## src/rtl/exe_fwd_ctrl.sv

```systemverilog
// ---------------------------------------------------------------------------
// exe_fwd_ctrl
//
// Hazard and forwarding controller for a five-stage pipeline. It tracks the
// destination registers of the three instructions downstream of ID (EXE, MEM,
// WB) in a small scoreboard and, for the instruction currently in ID, decides:
//   - whether it must stall (load-use with forwarding, any RAW without it),
//   - which operand source the EXE stage muxes should pick once it issues,
//   - whether the IF/ID contents must be killed because of a taken branch.
//
// Ports
//   clk, rst            clock; asynchronous active-high reset
//   fwd_en              1 = forward from EXE/MEM and WB, 0 = stall on all RAW
//   id_valid            ID holds a real instruction
//   id_src1, id_src2    source register numbers of the ID instruction
//   id_two_src          id_src2 is a real operand
//   id_dest             destination register of the ID instruction
//   id_wb_en            ID instruction writes id_dest
//   id_mem_r_en         ID instruction is a load
//   branch_taken        the EXE instruction is a taken branch
//   sel_src1, sel_src2  registered EXE operand selects (0 RF, 1 EXE/MEM, 2 WB)
//   stall               combinational; freeze PC/IF-ID, issue a bubble
//   flush               combinational; kill IF/ID
//   stall_cnt           saturating count of stall cycles
// ---------------------------------------------------------------------------
module exe_fwd_ctrl (
    input  logic        clk,
    input  logic        rst,
    input  logic        fwd_en,
    input  logic        id_valid,
    input  logic [3:0]  id_src1,
    input  logic [3:0]  id_src2,
    input  logic        id_two_src,
    input  logic [3:0]  id_dest,
    input  logic        id_wb_en,
    input  logic        id_mem_r_en,
    input  logic        branch_taken,
    output logic [1:0]  sel_src1,
    output logic [1:0]  sel_src2,
    output logic        stall,
    output logic        flush,
    output logic [15:0] stall_cnt
);

    // One scoreboard entry per downstream stage.
    typedef struct packed {
        logic       valid;
        logic [3:0] dest;
        logic       wb_en;
        logic       mem_r_en;
    } slot_t;

    // Operand mux encodings; the fourth code is never produced.
    typedef enum logic [1:0] {
        SEL_RF  = 2'd0,
        SEL_EXE = 2'd1,
        SEL_WB  = 2'd2
    } sel_e;

    localparam logic [3:0]  PC_REG   = 4'd15;
    localparam logic [15:0] CNT_MAX  = 16'hFFFF;
    localparam slot_t       BUBBLE   = '0;

    slot_t exe_slot;
    slot_t mem_slot;
    slot_t wb_slot;
    slot_t issue_entry;

    logic  used1;
    logic  used2;
    logic  exe_hit;
    logic  mem_hit;
    logic  load_use;
    logic  raw_no_fwd;
    logic  stall_need;
    logic  issue_valid;
    sel_e  sel1_next;
    sel_e  sel2_next;

    // The WB entry is kept so the scoreboard mirrors the whole back end, but
    // nothing reads it: the register file writes before it is read, so the
    // WB-stage producer never causes a hazard. This sink keeps it referenced.
    logic  wb_slot_unused_sink;
    assign wb_slot_unused_sink = ^wb_slot;

    // A slot produces register r only if it is a live writer. Writes to the
    // PC are handled by the branch path, never by forwarding, so r15 as a
    // destination is treated as if the write enable were clear.
    function automatic logic slot_match(input slot_t s, input logic [3:0] r);
        return s.valid & s.wb_en & (s.dest != PC_REG) & (s.dest == r);
    endfunction

    // The EXE producer is younger than the MEM one, so its result wins.
    function automatic sel_e fwd_select(input slot_t e, input slot_t m,
                                        input logic [3:0] r);
        sel_e s;
        if (slot_match(e, r))
            s = SEL_EXE;
        else if (slot_match(m, r))
            s = SEL_WB;
        else
            s = SEL_RF;
        return s;
    endfunction

    // Hazard detection. src2 only counts when the instruction really reads
    // it; a stall is never raised while the ID instruction is being flushed.
    always_comb begin
        used1      = id_valid;
        used2      = id_valid & id_two_src;

        exe_hit    = (used1 & slot_match(exe_slot, id_src1)) |
                     (used2 & slot_match(exe_slot, id_src2));
        mem_hit    = (used1 & slot_match(mem_slot, id_src1)) |
                     (used2 & slot_match(mem_slot, id_src2));

        load_use   = fwd_en & exe_slot.mem_r_en & exe_hit;
        raw_no_fwd = ~fwd_en & (exe_hit | mem_hit);
        stall_need = load_use | raw_no_fwd;
    end

    assign flush = branch_taken & exe_slot.valid;
    assign stall = stall_need & ~flush;

    // What enters EXE on the next edge: the ID fields, or a bubble when there
    // is nothing to issue, the instruction is held back, or it is killed.
    always_comb begin
        issue_valid          = id_valid & ~stall & ~flush;
        issue_entry          = BUBBLE;
        if (issue_valid) begin
            issue_entry.valid    = 1'b1;
            issue_entry.dest     = id_dest;
            issue_entry.wb_en    = id_wb_en;
            issue_entry.mem_r_en = id_mem_r_en;
        end
    end

    // Operand selects are decided in ID against the producers that will sit
    // one stage ahead once this instruction reaches EXE: today's EXE becomes
    // MEM (ALU result path) and today's MEM becomes WB.
    always_comb begin
        sel1_next = SEL_RF;
        sel2_next = SEL_RF;
        if (issue_valid && fwd_en) begin
            if (used1)
                sel1_next = fwd_select(exe_slot, mem_slot, id_src1);
            if (used2)
                sel2_next = fwd_select(exe_slot, mem_slot, id_src2);
        end
    end

    // Scoreboard shift. A taken branch also retires the EXE entry as a
    // bubble so that MEM is empty on the cycle after the flush.
    always_ff @(posedge clk or posedge rst) begin
        if (rst) begin
            exe_slot <= BUBBLE;
            mem_slot <= BUBBLE;
            wb_slot  <= BUBBLE;
        end else begin
            wb_slot  <= mem_slot;
            mem_slot <= flush ? BUBBLE : exe_slot;
            exe_slot <= issue_entry;
        end
    end

    // Operand selects travel with the instruction into EXE.
    always_ff @(posedge clk or posedge rst) begin
        if (rst) begin
            sel_src1 <= SEL_RF;
            sel_src2 <= SEL_RF;
        end else begin
            sel_src1 <= sel1_next;
            sel_src2 <= sel2_next;
        end
    end

    // Stall-cycle counter; sticks at all-ones rather than wrapping.
    always_ff @(posedge clk or posedge rst) begin
        if (rst)
            stall_cnt <= '0;
        else if (stall && (stall_cnt != CNT_MAX))
            stall_cnt <= stall_cnt + 16'd1;
    end

endmodule
```

## config.mk

```make
export PLATFORM = sky130hd
export DESIGN_NAME = exe_fwd_ctrl
export DESIGN_NICKNAME = d
export VERILOG_FILES = /design/src/rtl/exe_fwd_ctrl.sv
export SDC_FILE = /design/constraint.sdc
export NUM_CORES = 1
export LEC_CHECK = 0
export CORE_ASPECT_RATIO = 1.5
export CORE_MARGIN = 1
export CORE_UTILIZATION = 30
export DETAILED_ROUTE_END_ITERATION = 16
export PLACE_DENSITY = 0.52
export SYNTH_ARGS = -nofsm -noshare
export SYNTH_HDL_FRONTEND = slang
export SYNTH_SLANG_ARGS = --single-unit
```

## constraint.sdc

```tcl
create_clock -name clk -period 2.5 [get_ports clk]
set_input_delay 0.5 -clock clk [delete_from_list [all_inputs] [get_ports clk]]
set_output_delay 0.5 -clock clk [all_outputs]
set_load 0.03 [all_outputs]
```

==> impl_metrics.py <==
metrics = {
    "pwr": {
        "ir_worst_vdd_mv": 0.3275,
        "power_frac_comb_pct": 13.0,
        "p_leak_uw": 0.001109,
        "p_clk_share_pct": 35.0,
        "p_sw_uw": 271.4,
        "pwr_density_cell_mw_per_mm2": 457.1,
        "internal_power_uw": 815.8,
        "pwr-share-seq_pct": 52.0,
        "switching_share_pct": 24.96,
    },
    "floorplan": {
        "start_util_pct": 30.83,
        "core-area_sq_mm": 0.005125,
        "ios": 42,
        "dieArea_sq_mm": 0.005568,
        "chipHeight_um": 90.89,
        "die_w_um": 61.26,
        "fp-row-count": 32,
    },
    "yosys": {
        "synth_seq_cells": 33,
        "synth-compound-area-share_pct": 4.038,
        "syn_nets": 167,
        "muxShareOfSynthArea_pct": 0.7126,
        "avgSynthCellArea_sq_um": 10.82,
        "synth_top_family_by_area": "simple AND/OR/NAND/NOR gates",
        "syn-instance-count": 146,
        "yosysSeqAreaShare_pct": 52.26,
        "synth_fa_ha_area_share_pct": 0.7918,
        "synthXorXnorAreaFrac_pct": 17.18,
        "synthSimpleGateAreaFrac_pct": 23.36,
        "synth_area_sq_mm": 0.001580,
        "yosysWarnings": 0,
        "synthDistinctLibCells": 29,
    },
    "clock_tree": {
        "cts.clk_slew.worst_paths_ns": 0.06,
        "cts_sinks": 33,
        "cts_tree": "yes",
        "clk_latency_ns": 0.28,
        "numCtsBuffers": 5,
        "cts_max_level": 2,
        "cts_max_path_buffers": 2,
        "holdBufCountCts": 0,
        "root_buffer": "clkbuf_8",
    },
    "worst_setup_path": {
        "ff2ff_path_depth": 13,
        "required_ns": 2.00,
        "worstSetupStartpointType": "input pin",
        "arrival_ns": 2.02,
        "r2r_start": "exe_slot[5]",
        "path_cells": "dlygate4sd2_1, xor2_1, nor4_2, nand4_1, a31oi_2, and3_4, buf_6",
        "crit_start": "id_src2[3]",
        "endpoint": "stall",
        "cp-end-kind": "output pin",
        "rrSetupSlack_ns": 0.10,
        "critPathKind": "input pin to output pin",
        "rr_endpoint": "sel_src1[0]",
        "crit_path_top_delay_cell": "dlygate4sd2_1",
        "slowest_delay_ns": 0.27,
        "cp_max_fo": 3,
    },
    "global_routing": {
        "grt_first_pass_wirelength_um": 6223,
        "overflow": 0,
        "grt_max_degree": 34,
        "antenna_found_initial": 0,
        "grt.total_usage_pct": 15.08,
        "grt_pass1_vias": 1387,
    },
    "sta": {
        "fin_crit_ns": 2.522,
        "timing.final.ws_setup_ns": -0.02248,
        "finalHoldViolCount": 0,
        "fin_crit_sh_pct": 100.9,
        "worst_pin_slew_ns": 0.5471,
        "max_clock_freq_mhz": 396.4,
        "rsz0062_at_grt": "yes",
        "max_slew_margin_pct": 62.58,
        "slew_viol_final": 0,
        "final-setup-viol-count": 1,
        "clock_skew_ns": 0.009961,
        "hold_ws_ns": 0.4900,
    },
    "final_layout": {
        "layout_common_cells": "dfrtp_1, clkdlybuf4s50_1, buf_4, xor2_1, nor2_1",
        "fillers": 515,
        "diodes": 0,
        "final_nets": 240,
        "layout_commonest_cell": "dfrtp_1",
        "area_delta_synth_final_pct": 50.51,
        "stdcell_count": 288,
        "drive_gt1_share_pct": 21.82,
    },
    "placed_design": {
        "gp_congestion": 0.8648,
        "numPortBuffers": 41,
        "dp_cells": 267,
        "hpwlAfterDp_um": 2714,
    },
    "flow_run": {
        "maxCapViolations": 0,
    },
    "min_path": {
        "hold_path_class": "flip-flop to flip-flop",
        "worstHoldStart": "stall_cnt[6]",
    },
    "route": {
        "vias": 1290,
        "drt_iter0_drc": 36,
        "antenna_left": 0,
        "drc": 0,
        "routedWlPerCell_um": 13.18,
        "avgViaCountPerCell": 4.479,
        "dr.pass1.iters": 4,
        "finalWirelength_um": 3795,
    },
    "run_status": {
        "status": "complete, but fails checks",
        "violations": "setup timing",
    },
}
-- kinds of logic after synthesis --
family,count (synthesis)
simple gates,68
flops,33
xor+xnor,31
compound gates,7
buf+inv,5
mux,1
fa+ha+maj,1
-- final cells by class --
class	instances	area, sq um	share of cell area [%]
clock buffers	5	68.82	2.893
clock inverters	3	17.52	0.7365
inverters	4	15.01	0.6312
multi-input cells	108	759.5	31.93
flip-flops and latches	33	827.0	34.77
well taps	68	85.08	3.577
repair buffers	67	605.6	25.46
-- synthesized netlist by cell type --
cell | n | area, sq um
nor2_1 | 14 | 52.55
nand3_1 | 9 | 45.04
and2_1 | 12 | 75.07
nor4b_2 | 1 | 15.01
a2111oi_0 | 1 | 8.760
ha_1 | 1 | 12.51
buf_6 | 1 | 11.26
dfrtp_1 | 33 | 825.8
a21oi_2 | 1 | 8.760
and3_1 | 1 | 6.260
o211ai_1 | 1 | 7.510
nor3b_1 | 1 | 7.510
nand2_1 | 12 | 45.04
nor2b_1 | 3 | 18.77
o2bb2a_1 | 1 | 10.01
nor3_1 | 5 | 25.02
inv_1 | 4 | 15.01
nor4_2 | 1 | 12.51
nand4_1 | 5 | 31.28
a31oi_2 | 1 | 12.51
xor2_1 | 22 | 192.7
a41oi_1 | 1 | 8.760
a211oi_1 | 1 | 7.510
nand3_2 | 1 | 10.01
mux2_1 | 1 | 11.26
xnor2_1 | 9 | 78.83
or3_1 | 1 | 6.260
nor3_2 | 1 | 10.01
and4_1 | 1 | 8.760
-- state kept, by name, indices dropped and copies added (netlist names) --
register and flops:
exe_slot 7, mem_slot 6, sel_src1 2, sel_src2 2, stall_cnt 16
-- worst min-delay path by stage --
stage                                to  slack [ns]  depth (start not counted)
final                      stall_cnt[6]        0.49                          1
after global routing      stall_cnt[10]        0.51                          1
after CTS                 stall_cnt[10]        0.49                          1
after detailed placement  stall_cnt[10]        0.48                          1
after global placement      mem_slot[1]        0.47                          1
after floorplan             mem_slot[1]        0.45                          1
-- critical path, delay by kind of cell --
| family | cells | cell delay (ns) |
|---|---|---|
| AND/OR/NAND/NOR | 3 | 0.71 |
| buffers and inverters | 2 | 0.39 |
| AO/OA/AOI/OAI | 1 | 0.26 |
| XOR/XNOR | 1 | 0.16 |
-- routing by layer --
metal / vias to the layer above / wire length [um] / GRT usage (%) / share of wire (%)
met4: 0 / 111 / 7.008 / 2.9
li1: 633 / - / - / -
met3: 12 / 162 / 3.438 / 4.3
met1: 603 / 1550 / 17.00 / 41
met2: 42 / 1971 / 25.63 / 52
met5: - / 0 / 0 / 0
-- metrics by stage --
stage / cell area (sq um) / setup WS (ns) / util, % / setup TNS (ns) / total power (uW)
final: 2379 / -0.02248 / 46.41 / -0.02248 / 1087
after global routing: 2379 / -0.1099 / 46.41 / -0.1099 / 1148
after CTS: 2349 / 0.01509 / 45.83 / 0 / 1100
after detailed placement: 2170 / -0.3842 / 42.33 / -5.338 / 712.8
after global placement: 2170 / -0.2636 / 42.33 / -2.483 / 711.7
after floorplan: 1580 / 0.2399 / - / 0 / 636.6
-- power groups by stage --
| stage | registers (uW) | clock network (uW) | logic, uW |
|---|---|---|---|
| final | 565 | 381 | 141 |
| after detailed placement | 576 | 0 | 137 |
| after global placement | 576 | 0 | 136 |
| after floorplan | 580 | 0 | 57.1 |
| after global routing | 567 | 427 | 154 |
| after CTS | 566 | 395 | 139 |
-- timing repair --
| action | CTS | global route |
|---|---|---|
| pin swaps | 10 | 9 |
| endpoints found under the setup margin | 5 | 3 |
| gates resized for setup | 13 | 7 |
| gates cloned | 0 | 0 |
| setup buffers | 11 | 2 |
Note: power is estimated with default switching activity, not from simulation.
